--- src/rtl/io_bus_master.sv ---
// rtl/io_bus_master.sv - command-driven initiator for the single-cycle memory-mapped IO bus
// One command in flight: write, read, or poll (re-read until the masked compare matches or retries run out).
module io_bus_master #(
    parameter int DW       = 16,
    parameter int AW       = 12,
    parameter int RD_LAT   = 1,
    parameter int POLL_W   = 8,
    parameter int POLL_MAX = 255
) (
    input  logic          clk,
    input  logic          rst,
    input  logic          cmd_valid,
    output logic          cmd_ready,
    input  logic [1:0]    cmd_op,
    input  logic [AW-1:0] cmd_addr,
    input  logic [DW-1:0] cmd_wdata,
    input  logic [DW-1:0] cmd_mask,
    output logic          rsp_valid,
    input  logic          rsp_ready,
    output logic [DW-1:0] rsp_data,
    output logic          rsp_err,
    output logic [AW-1:0] bus_addr,
    output logic [DW-1:0] bus_wdata,
    output logic          bus_we,
    input  logic [DW-1:0] bus_rdata,
    output logic          busy
);

    typedef enum logic [1:0] {
        S_IDLE,
        S_WR,
        S_RD,
        S_RSP
    } state_t;

    localparam int                CW        = $clog2(RD_LAT + 2);
    localparam logic [CW-1:0]     LAST_CYC  = CW'(RD_LAT);
    localparam logic [POLL_W-1:0] RETRY_MAX = POLL_W'(POLL_MAX);
    localparam logic [1:0]        OP_WR     = 2'b00;
    localparam logic [1:0]        OP_RD     = 2'b01;
    localparam logic [1:0]        OP_POLL   = 2'b10;

    state_t              r_state,     w_state_nxt;
    logic                r_is_poll,   w_is_poll_nxt;
    logic [DW-1:0]       r_cmp,       w_cmp_nxt;
    logic [DW-1:0]       r_mask,      w_mask_nxt;
    logic [CW-1:0]       r_cnt,       w_cnt_nxt;
    logic [POLL_W-1:0]   r_retry,     w_retry_nxt;
    logic [DW-1:0]       r_rsp_data,  w_rsp_data_nxt;
    logic                r_rsp_err,   w_rsp_err_nxt;
    logic [AW-1:0]       r_bus_addr,  w_bus_addr_nxt;
    logic [DW-1:0]       r_bus_wdata, w_bus_wdata_nxt;
    logic                r_bus_we,    w_bus_we_nxt;

    logic w_match;
    logic w_last;

    assign w_match = ((bus_rdata ^ r_cmp) & r_mask) == '0;
    assign w_last  = (r_cnt == LAST_CYC);

    always_ff @(posedge clk) begin
        if (rst) begin
            r_state     <= S_IDLE;
            r_is_poll   <= 1'b0;
            r_cmp       <= '0;
            r_mask      <= '0;
            r_cnt       <= '0;
            r_retry     <= '0;
            r_rsp_data  <= '0;
            r_rsp_err   <= 1'b0;
            r_bus_addr  <= '0;
            r_bus_wdata <= '0;
            r_bus_we    <= 1'b0;
        end else begin
            r_state     <= w_state_nxt;
            r_is_poll   <= w_is_poll_nxt;
            r_cmp       <= w_cmp_nxt;
            r_mask      <= w_mask_nxt;
            r_cnt       <= w_cnt_nxt;
            r_retry     <= w_retry_nxt;
            r_rsp_data  <= w_rsp_data_nxt;
            r_rsp_err   <= w_rsp_err_nxt;
            r_bus_addr  <= w_bus_addr_nxt;
            r_bus_wdata <= w_bus_wdata_nxt;
            r_bus_we    <= w_bus_we_nxt;
        end
    end

    always_comb begin
        w_state_nxt     = r_state;
        w_is_poll_nxt   = r_is_poll;
        w_cmp_nxt       = r_cmp;
        w_mask_nxt      = r_mask;
        w_cnt_nxt       = r_cnt;
        w_retry_nxt     = r_retry;
        w_rsp_data_nxt  = r_rsp_data;
        w_rsp_err_nxt   = r_rsp_err;
        w_bus_addr_nxt  = r_bus_addr;
        w_bus_wdata_nxt = r_bus_wdata;
        w_bus_we_nxt    = 1'b0;

        unique case (r_state)
            S_IDLE: begin
                if (cmd_valid) begin
                    w_is_poll_nxt = (cmd_op == OP_POLL);
                    w_cmp_nxt     = cmd_wdata;
                    w_mask_nxt    = cmd_mask;
                    w_cnt_nxt     = '0;
                    w_retry_nxt   = '0;
                    if (cmd_op == OP_WR) begin
                        w_bus_addr_nxt  = cmd_addr;
                        w_bus_wdata_nxt = cmd_wdata;
                        w_bus_we_nxt    = 1'b1;
                        w_state_nxt     = S_WR;
                    end else if (cmd_op == OP_RD || cmd_op == OP_POLL) begin
                        w_bus_addr_nxt = cmd_addr;
                        w_state_nxt    = S_RD;
                    end else begin
                        // Reserved op answers with an error and never touches the bus.
                        w_rsp_data_nxt = '0;
                        w_rsp_err_nxt  = 1'b1;
                        w_state_nxt    = S_RSP;
                    end
                end
            end
            S_WR: begin
                w_rsp_data_nxt = '0;
                w_rsp_err_nxt  = 1'b0;
                w_state_nxt    = S_RSP;
            end
            S_RD: begin
                if (!w_last) begin
                    w_cnt_nxt = r_cnt + CW'(1);
                end else if (!r_is_poll || w_match) begin
                    w_rsp_data_nxt = bus_rdata;
                    w_rsp_err_nxt  = 1'b0;
                    w_state_nxt    = S_RSP;
                end else if (r_retry == RETRY_MAX) begin
                    w_rsp_data_nxt = bus_rdata;
                    w_rsp_err_nxt  = 1'b1;
                    w_state_nxt    = S_RSP;
                end else begin
                    // Back-to-back retry window with the address still held.
                    w_retry_nxt = r_retry + POLL_W'(1);
                    w_cnt_nxt   = '0;
                end
            end
            S_RSP: begin
                if (rsp_ready) begin
                    w_state_nxt = S_IDLE;
                end
            end
            default: begin
                w_state_nxt = S_IDLE;
            end
        endcase
    end

    assign cmd_ready = (r_state == S_IDLE);
    assign busy      = (r_state != S_IDLE);
    assign rsp_valid = (r_state == S_RSP);
    assign rsp_data  = r_rsp_data;
    assign rsp_err   = r_rsp_err;
    assign bus_addr  = r_bus_addr;
    assign bus_wdata = r_bus_wdata;
    assign bus_we    = r_bus_we;

endmodule

--- config.mk ---
export PLATFORM = sky130hd
export DESIGN_NAME = io_bus_master
export DESIGN_NICKNAME = d
export VERILOG_FILES = /design/src/rtl/io_bus_master.sv
export SDC_FILE = /design/constraint.sdc
export NUM_CORES = 1
export LEC_CHECK = 0
export ABC_AREA = 1
export CAP_MARGIN = 20
export CORE_MARGIN = 5
export CORE_UTILIZATION = 26
export CTS_CLUSTER_DIAMETER = 60
export DETAILED_ROUTE_END_ITERATION = 8
export SLEW_MARGIN = 40
export SYNTH_ARGS = -nofsm -noshare
export SYNTH_HDL_FRONTEND = slang
export SYNTH_SLANG_ARGS = --single-unit
--- constraint.sdc ---
create_clock -name clk -period 5.3 [get_ports clk]
set_input_delay 1.06 -clock clk [delete_from_list [all_inputs] [get_ports clk]]
set_output_delay 1.06 -clock clk [all_outputs]
set_load 0.02 [all_outputs]
Word level (Yosys, flattened, before mapping)
Index checks and enable logic that the tools add are counted.
- word-level logic and storage cells: 87
- flip-flop bits (word level): 91
- output and inout port bits: 49
- mux-type cells: 35
- equal/unequal tests: 17
- bitwise logic cells: 4
- $add $sub $neg: 2
- reductions and logical operators: 18
- operators by type and width (kind ; count):
    16-bit two-way mux ; 6
    16-bit one-hot mux with 3 select lines ; 1
    8-bit two-way mux ; 4
    12-bit two-way mux ; 2
    2-bit two-way mux ; 10
    16-bit AND ; 1
    16-bit logical NOT ; 1
    8-bit one-hot mux with 2 select lines ; 1
    16-bit bitwise XOR ; 1
    2-bit inequality test (second input constant) ; 6
    3-bit inequality test (second input constant) ; 3
    8-bit by 1-bit adder with 8-bit output (second input constant) ; 1
    8-bit == test (second input constant) ; 1
    1-bit two-way mux ; 8
    2-bit one-hot mux with 4 select lines ; 1
    4-bit AND reduction ; 2
    2-bit by 1-bit == test with 1-bit output (second input constant) ; 3
    2-bit == test (second input constant) ; 3
    3-bit AND reduction ; 2
    6-bit AND reduction ; 1
    2-bit nonzero test ; 3
    5-bit AND reduction ; 1
    2-bit logical NOT ; 2
    2-bit one-hot mux with 2 select lines ; 1
    9 further kinds ; 11

Logic depth before layout (Yosys ltp)
- depth after elaboration: 7
- mapped depth: 14
- depth with buffers taken out: 13

Worst setup path after synthesis
OpenSTA, ideal clock, no wires.
- kind: in2reg
- from: input cmd_op[0]
- to: register r_rsp_data[10], in the netlist rsp_data[10]
- cell stages on the path: 9
- buffers on the path: 1
- arrival time: 2.267 ns
- setup time: 0.132 ns
- slack: 2.900 ns
- required time: 5.168 ns
- cell sequence: inv_1 -> ha_1 -> nor2_1 -> nor2_1 -> nor3_4 -> nand2_2 -> buf_4 -> nand2_1 -> a21oi_1
- cells in the longest elaborated chain, start to end: 4
- elaborated cells between the ends (all ways): 7
- ends and longest elaborated chain (item ; line ; text):
    from (decl) ; 14 ; input logic [1:0] cmd_op,
    2-bit by 1-bit == test with 1-bit output or 2-bit == test (tied branches) ; 115 ; end else if (cmd_op == OP_RD || cmd_op == OP_POLL) begin
    1-bit logical OR ; 115 ;
    2-bit inequality test (no source line) ; - ;
    6-bit AND reduction (no source line) (*) ; - ;
    to (signal assigned) ; 81 ; r_rsp_data <= w_rsp_data_nxt;
    to (decl) ; 49 ; logic [DW-1:0] r_rsp_data, w_rsp_data_nxt;
Every way passes the cells marked *; elsewhere a longest branch is shown, timed or not.
A chain may end at the register's enable or synchronous reset.

Worst setup path in the final report
- from: input cmd_valid
- to: register r_bus_wdata[10], in the netlist bus_wdata[10]
- cells in the longest elaborated chain, start to end: 1
- ends and longest elaborated chain (item ; line ; text):
    from (decl) ; 12 ; input logic cmd_valid,
    3-bit AND reduction (no source line) ; - ;
    to (signal assigned) ; 84 ; r_bus_wdata <= w_bus_wdata_nxt;
    to (decl) ; 52 ; logic [DW-1:0] r_bus_wdata, w_bus_wdata_nxt;
Every way passes these cells.

==> metrics.md <==
| Metric | Value |
|---|---|
| Clk_lat worst skew | 0.34 ns |
| Max clock buf depth | 2 |
| Max Cap Viol | 0 |
| Post-CTS Hold Fix Bufs | 0 |
| Syn Nets | ~630 |
| TritonCTS clock tree | built |
| Leakage | 2.25 nW |
| 1st-iter DRT viols | roughly 220 |
| Die area | 17900 um^2 |
| First-pass GRT wire length | 18.9 mm |
| Clk_skew | 0.00843 ns |
| DR DRC count | 0 |
| R2r worst-path depth | 9 |
| Post-Syn Instances | 551 |
| Placed wire-length estimate | 8.21 mm |
| Clock transition at path regs | approximately 0.060 ns |
| Worst setup margin | 2.13 ns |
| Crit-path cells | clkdlybuf4s50_1, nand2_1, nor2_1, clkinv_1, buf_4, nor2_2, nand2_1, nand2_1 |
| Post-CTS Setup Inserts | 0 |
| Clock Sinks | 91 |
| Worst hold slack | roughly 0.44 ns |
| Fmax | 315 MHz |
| CP endpoint | bus_wdata[10] |
| Clk root buf | clkbuf_16 |
| Slew margin rel. | 0.474 |
| Syn-to-layout area delta | 39.8% |
| Crit-path most repeated cell | nand2_1 |
| Yosys reg bits | 91 |
| Top post-synthesis cells by area | dfxtp_1 46%, nor2_1 13%, nand2_1 10% |
| DRT antenna net count | 0 |
| Min-Delay Path Class | reg2reg |
| Drt first pass iters | 4 |
| Fin. Hold Viols | 0 |
| Place WS | 1.75 ns |
| Yosys Warn Count | 0 |
| Reg-to-Reg End | bus_wdata[10] |
| Worst R2R Start | r_state[0] |
| Die Ht | 134 um |
| Critical-path cell with the highest stage delay | nor2_2 |
| Total global routing overflow | 0 |
| Synth top area share | 0.458 |
| Crit Path Category | in2reg |
| Fin cells | 845 |
| Crit share post-route | 0.598 |
| Startpoint class of the critical path | input pin |
| GRT Util Overall | 0.132 |
| Placer Congestion | 0.778 |
| Starting Density | 0.264 |
| Vias in the first global route | 3670 |
| Worst slew pin tran | 0.787 ns |
| CP required | 5.58 ns |
| Worst-path fanout max | 24 |
| I/O pin total | 115 |
| DP Cell Count | roughly 830 |
| # setup viols final | 0 |
| WL per Instance | 13.5 um |
| Final #Nets | 726 |
| Syn Area/Cell | 7.22 um^2 |
| Layout Utilization | 0.369 |
| Number of distinct library cells after synthesis | 29 |
| Stages on worst setup path | 8 |
| Proportion of layout cells with a drive suffix above 1 | 0.0594 |
| Crit path DAT | 3.45 ns |
| Final wirelength | 11.4 mm |
| Die Wd | 134 um |
| Vias per cell | 4.40 |
| Worst vdd ir | 0.159 mV |
| Final max-slew violation count | 0 |
| Status | complete, no violations |
| Core ar. | 15100 um^2 |
| Largest net degree at the start of global routing | 69 |
| Worst R2R Setup Slack | 2.67 ns |
| Seq/Total Area, Yosys | 0.458 |
| CP top delay family | simple AND/OR/NAND/NOR gates |
| Pwr dens | roughly 450 nW/um^2 |
| Antenna cells | 0 |
| Mapped Area | a little under 4000 um^2 |
| Most common cell after layout, fill and taps aside | nor2_1 |
| CTS Buf Count | 9 |
| Min Clock Period, post-route | 3.17 ns |
| Crit path from | cmd_valid |
| Port Buffer Count | 114 |
| CTS H-Tree Depth | 3 |
| Slowest stage delay, CP | 0.57 ns |
| Antenna violations before repair | 0 |
| Cts repair resizes | 0 |
| # rows | 45 |
| Most frequent cells in the layout | 133 x nor2_1, 114 x clkdlybuf4s50_1, 106 x nand2_1 |
| Critical path capture point type | register |
| Largest area contributor in the netlist | dfxtp_1 |
| RSZ-0062 raised after global routing | false |
| Via count | about 3700 |
| Post-route setup TNS | 0 ns |
| Buf/Inv on CP | 3 |
## state kept, by name, summed over array words and instances (netlist names)
| register | flops |
|---|---|
| rsp_err | 1 |
| r_is_poll | 1 |
| r_retry | 8 |
| bus_addr | 12 |
| bus_we | 1 |
| r_cmp | 16 |
| rsp_data | 16 |
| r_state | 2 |
| bus_wdata | 16 |
| r_mask | 16 |
| r_cnt | 2 |
## synthesized netlist by cell type (all sizes together)
| cell type | count |
|---|---|
| xor2 | 2 |
| o22ai | 1 |
| nor2 | 139 |
| o21bai | 1 |
| clkbuf | 16 |
| ha | 8 |
| nand2 | 109 |
| dfxtp | 91 |
| o21ai | 52 |
| inv | 29 |
| a21oi | 34 |
| nand3 | 36 |
| buf | 12 |
| clkinv | 1 |
| nor3 | 1 |
| nand4 | 19 |
## area by class of cell
cell class	count	area, um^2
inverters	30	118
clock inverters	4	73.8
flip-flops and latches	91	1820
well taps	188	235
multi-input cells	402	1900
clock buffers	12	246
fillers	1596	9530
repair buffers	118	1170
## layer usage
| layer | global-route usage | vias up | wire length, um | part of all wire |
|---|---|---|---|---|
| li1 | - | 1986 | - | - |
| met1 | 0.176 | 1638 | 5600 | 0.49 |
| met2 | 0.208 | 83 | 5130 | 0.45 |
| met3 | 0.0298 | 9 | 550 | 0.048 |
| met4 | 0.0469 | 0 | 155 | 0.014 |
| met5 | 0 | - | 0 | 0 |
## worst min-delay path: cells and delay by family (launching register included)
family	cells	cell delay, ns
DFF	1	0.32
buffers and inverters	1	0.05
and+or+nand+nor	1	0.04
## kinds of logic (layout without fill, tap and decap cells)
logic type | count (synthesis) | after routing | synth area share
and+or+nand+nor | 304 | 304 | 0.334
DFF | 91 | 91 | 0.458
AOI/OAI and AO/OA | 88 | 88 | 0.113
buffers and inverters | 58 | 164 | 0.0654
adders and majority gates | 8 | 8 | 0.0252
xor gates and xnor gates | 2 | 2 | 0.00440
## metrics by stage
step	power (mW)	cell area, um^2
after floorplan	1.57	3980
after global placement	1.86	5240
after detailed placement	1.86	5240
after CTS	2.57	5560
after global routing	2.73	5560
final	2.53	5560
## how the worst min path moves through the flow
stage	endpoint	slack [ns]	startpoint	depth (start not counted)
floorplan	r_cnt[1]	0.42	r_cnt[1]	2
global placement	r_cnt[1]	0.43	r_cnt[1]	2
detailed placement	r_cnt[1]	0.43	r_cnt[1]	2
CTS	r_cnt[1]	0.44	r_cnt[1]	2
global route	r_cnt[1]	0.47	r_cnt[1]	2
finish	r_cnt[1]	0.44	r_cnt[1]	2
## power breakdown
| group | total [mW] | leakage, nW | switching (mW) | internal (mW) |
|---|---|---|---|---|
| logic | 0.923 | 1.34 | 0.578 | 0.345 |
| clock network | 0.691 | 0.157 | 0.265 | 0.427 |
| registers | 0.913 | 0.746 | 0.0897 | 0.823 |
(Power assumes the default switching activity.)
==> variant 1: new RTL, config.mk and constraints unchanged <==
Change the parameter `RD_LAT` from 1 to 2.
--- a/src/rtl/io_bus_master.sv
+++ b/src/rtl/io_bus_master.sv
@@ -5,3 +5,3 @@
     parameter int AW       = 12,
-    parameter int RD_LAT   = 1,
+    parameter int RD_LAT   = 2,
     parameter int POLL_W   = 8,
Formal check against the unedited RTL: not equivalent (Yosys sat finds a counterexample within 4 cycles, from zero or initial values and one cycle with rst high).
==> variant 1 against the original RTL <==
  * Synthesized area rose by 3.5%
  * Largest power group unchanged
  * Via count increased by 6.2%
  * Total power rose by 3.2%
  * Clock power fell by 8.0%
  * Worst setup slack improved by 0.24 ns
  * Critical endpoint is now rsp_err$_SDFFE_PP0P_
  * Routed wire length up 1.7%
  * Sequential cell count stayed put
  * Design area grew 3.3%
==> variant 1: results (changes against the original RTL) <==
outcome: "finished clean"
grt_max_degree: 50  # -28%
num-clock-buffers: 10  # -2
sh_seq_area: 0.317  # -0.0105
worstHoldPathType: "reg2reg"
netlist_area_um2: 4120  # +3.5%
p_sw_frac: 0.392  # +0.0232
skew_ns: 0.00626  # -0.00217 ns
clock_area_frac: 0.0510  # -0.00663
dr.first_iter.drc_count: 228  # +3.2%
wl_met3_um: 482  # -12%
port_buffers: 114  # unchanged
powerSeq_mw: 0.927  # +2%
finalNetCount: 793  # +9.2%
gp_congestion: 0.727  # -6.5%
holdWs_ns: 0.472  # +0.0293 ns
dp_slack_ns: 2.01  # +0.266 ns
wl_met1_um: 5620  # +0.45%
multi_input_area_share: 0.339  # -0.00155
reg2reg_slack_ns: 3.09  # +0.42 ns
met2_usage: 0.200  # -0.00746
yosysSeqAreaShare: 0.443  # -0.0153
hpwl_um: 8600  # +4.7%
vias: 3947  # +6.2%
nNonClkBuffers: 119  # +0.85%
grt_use_met3: 0.0233  # -0.00652
multi_input_area_um2: 1950  # +2.8%
dr_wl_met2_um: 5270  # +2.9%
synthTopCellsByCount: "155 x nor2_1, 139 x nand2_1, 91 x dfxtp_1, 57 x inv_1, 53 x o21ai_0"
dp.cells: 924  # +11%
synthCells: 616  # +12%
synthTopCellsByArea: "dfxtp_1 44%, nor2_1 14%, nand2_1 13%"
clock_path_buffers: 2  # unchanged
antenna_cells: 0  # unchanged
cp.arrival_ns: 3.21  # -0.24 ns
grt.total_usage: 0.129  # -0.00232
first_global_vias: 3693  # +0.63%
combPwrFrac: 0.401  # +0.036
r2r_cells: 10  # +1
synth.distinct_cells: 23  # -21%
nNonClkInverters: 62  # +110%
multi_input_cells: 436  # +8.5%
p_per_area_nw_per_um2: 454  # about the same
grt_pass1_wl_um: 19100  # +0.98%
use_met1: 0.175  # -0.000926
drive_above_1_share: 0.0483  # -0.0110
buf_share: 0.205  # -0.00543
p_leak_nw: 2.46  # +9.7%
peakVddDrop_v: 0.000156  # -1.4%
fillers: 1671  # +4.7%
crit_fanout: 18  # -25%
finalNonFillerCells: 940  # +11%
slew_headroom: 0.501  # +0.0272
wl_per_cell_um: 12.4  # -8.6%
syn_nets: 690  # +10%
## variant 1: path summary, 6_finish.rpt
check / start / endpoint
max: cmd_op[1] / rsp_err$_SDFFE_PP0P_
min: bus_wdata[12]$_SDFFE_PP0P_ / bus_wdata[12]$_SDFFE_PP0P_
max reg2reg: r_state[0]$_SDFFE_PP0P_ / bus_wdata[2]$_SDFFE_PP0P_
min reg2reg: bus_wdata[12]$_SDFFE_PP0P_ / bus_wdata[12]$_SDFFE_PP0P_
## variant 1: worst max-delay path, stage by stage
cell	delay, ns
clkdlybuf4s50_1	0.51
inv_1	0.05
ha_1	0.28
nor2_1	0.11
nor2_1	0.05
nor2_2	0.57
nand3_4	0.30
nand2_1	0.12
nand2_1	0.05
nor2_1	0.09
## variant 1: cells by family after synthesis
| logic type | share of synthesized area |
|---|---|
| and+or+nand+nor | 0.360 |
| AOI/OAI and AO/OA | 0.0842 |
| xor gates and xnor gates | 0.00426 |
| buffers and inverters | 0.0842 |
| adders and majority gates | 0.0243 |
| DFF | 0.443 |
==> variant 2: new RTL, same flow settings <==
Made on the original files. Reset style: asynchronous (`rst`), changed in one clocked block.
--- a/src/rtl/io_bus_master.sv
+++ b/src/rtl/io_bus_master.sv
@@ -60,3 +60,3 @@
 
-    always_ff @(posedge clk) begin
+    always_ff @(posedge clk or posedge rst) begin
         if (rst) begin
Check against the original RTL: differs if rst is asserted again (counterexample within 4 cycles, from zero or initial values and one cycle with rst high); with rst held inactive, the same outputs for 4 cycles.
==> variant 2 against the original RTL <==
  * Via count shrank 3.2%
  * Utilization grew 0.083 points
  * Non-clock buffer count shrank 2
  * Worst hold slack gained 0.031 ns
  * Fmax grew 6.0%
  * Design area grew 5.5%
  * First-iteration DRC count shrank 23%
  * Sequential cell count is the same
  * Combinational power grew 64%
  * Register-to-register slack gained 0.27 ns
  * Total power grew 32%
  * Worst setup slack gained 0.18 ns
  * Synthesized area grew 6.0%
  * Routed wire length shrank 0.60%
==> variant 2: results (changes against the original RTL) <==
outcome: "finished clean"
dp.cells: 811  # -2.2%
tap_cells: 216  # +15%
multi_input_area_um2: 1710  # -10%
criticalPathCategory: "reg2out"
worst_slew_pin_slew_ns: 0.586  # -0.201 ns
cp.arrival_ns: 1.93  # -1.52 ns
powerSeq_mw: 1.18  # +29%
met2_usage: 0.204  # -0.00387
fillers: 1638  # +2.6%
htreeDepth: 3  # unchanged
cp_top_family: "buffers and inverters"
grt_max_degree: 52  # -25%
multi_input_cells: 345  # -14%
worstSetupEndpoint: "busy"
finalNetCount: 680  # -6.3%
skew_ns: 0.00518  # -0.00325 ns
root_buffer: "clkbuf_16"
wl_per_cell_um: 13.7  # +1.7%
p_leak_nw: 2.84  # +27%
cpPeakStageDelay_ns: 0.66  # +0.09 ns
combPwrFrac: 0.454  # +0.089
drt_wl_total_um: 11400  # -0.60%
gp_congestion: 0.769  # -1.2%
grt_use_met3: 0.0394  # +0.00961
r2r_cells: 10  # +1
dr.pass1.iters: 6  # +2
yosysSeqAreaShare: 0.540  # +0.0822
synth.distinct_cells: 28  # -3.4%
syn_nets: 568  # -9.1%
synthCells: 494  # -10%
reg2reg_from: "r_state[0]$_DFFE_PP0P_"
nNonClkBuffers: 116  # -1.7%
dr.first_iter.drc_count: 170  # -23%
synthTopCellsByArea: "dfrtp_1 54%, nand2_1 16%, o21ai_0 4.2%"
holdWs_ns: 0.474  # +0.0313 ns
internal_power_mw: 2.00  # +25%
grt.total_usage: 0.126  # -0.00524
synthTopCellsByCount: "180 x nand2_1, 91 x dfrtp_1, 43 x nor2_1, 40 x inv_1, 35 x o21ai_0"
post-cts-setup-buffers: 0  # unchanged
reg2reg_slack_ns: 2.94  # +0.27 ns
finalPower_mw: 3.34  # +32%
drive_above_1_share: 0.0885  # +0.0292
nNonClkInverters: 43  # +43%
r2r_end: "r_retry[4]$_DFFE_PP0P_"
first_global_vias: 3664  # -0.16%
clock_area_frac: 0.0501  # -0.00749
peakVddDrop_v: 0.000206  # +30%
buf_share: 0.197  # -0.0136
num-clock-buffers: 11  # -1
vias_per_cell: 4.36  # -0.95%
grt_pass1_wl_um: 18300  # -2.9%
hpwl_um: 8570  # +4.3%
use_met1: 0.158  # -0.0180
cpMaxStageDelayCell: "clkdlybuf4s50_1"
placed_area_um2: 5570  # +6.3%
async_flop_share: 1.00  # +1.00
regArea_um2: 2280  # +25%
-- variant 2: cell types whose count changed in the layout (fill, tap and decap cells not counted), sizes merged, moves of 28 or more --
cell   delta
nor2     -93
nand2    +82
a21oi    -28
dfxtp    -91
dfrtp    +91
-- variant 2: layer usage --
metal  part of all wire  up-vias
met2               0.47      105
met3              0.072       17
li1                   -     1788
met4              0.018        0
met5                  0        -
met1               0.44     1688
-- variant 2: cells by family after synthesis --
| logic type | after synthesis | share of synthesized area |
|---|---|---|
| adder cells (fa/ha/maj) | 8 | 0.0237 |
| XOR/XNOR | 1 | 0.00208 |
| buffers and inverters | 58 | 0.0561 |
| AO/OA/AOI/OAI | 42 | 0.0516 |
| flip-flops | 91 | 0.540 |
| AND/OR/NAND/NOR | 282 | 0.294 |
| multiplexers | 12 | 0.0321 |
-- variant 2: how the worst min path moves through the flow --
stage | startpoint | endpoint
global route | bus_wdata[12]$_DFFE_PP0P_ | bus_wdata[12]$_DFFE_PP0P_
global placement | rsp_data[2]$_DFFE_PP0P_ | rsp_data[2]$_DFFE_PP0P_
floorplan | r_mask[0]$_DFFE_PP0P_ | r_mask[0]$_DFFE_PP0P_
finish | rsp_data[2]$_DFFE_PP0P_ | rsp_data[2]$_DFFE_PP0P_
detailed placement | rsp_data[2]$_DFFE_PP0P_ | rsp_data[2]$_DFFE_PP0P_
CTS | rsp_data[2]$_DFFE_PP0P_ | rsp_data[2]$_DFFE_PP0P_
-- variant 2: through the flow --
| step | util | setup slack, ns |
|---|---|---|
| after floorplan | - | 1.88 |
| after global placement | 0.351 | 2.06 |
| after detailed placement | 0.351 | 1.90 |
| after CTS | 0.369 | 2.27 |
| after global routing | 0.369 | 2.20 |
| final | 0.369 | 2.31 |
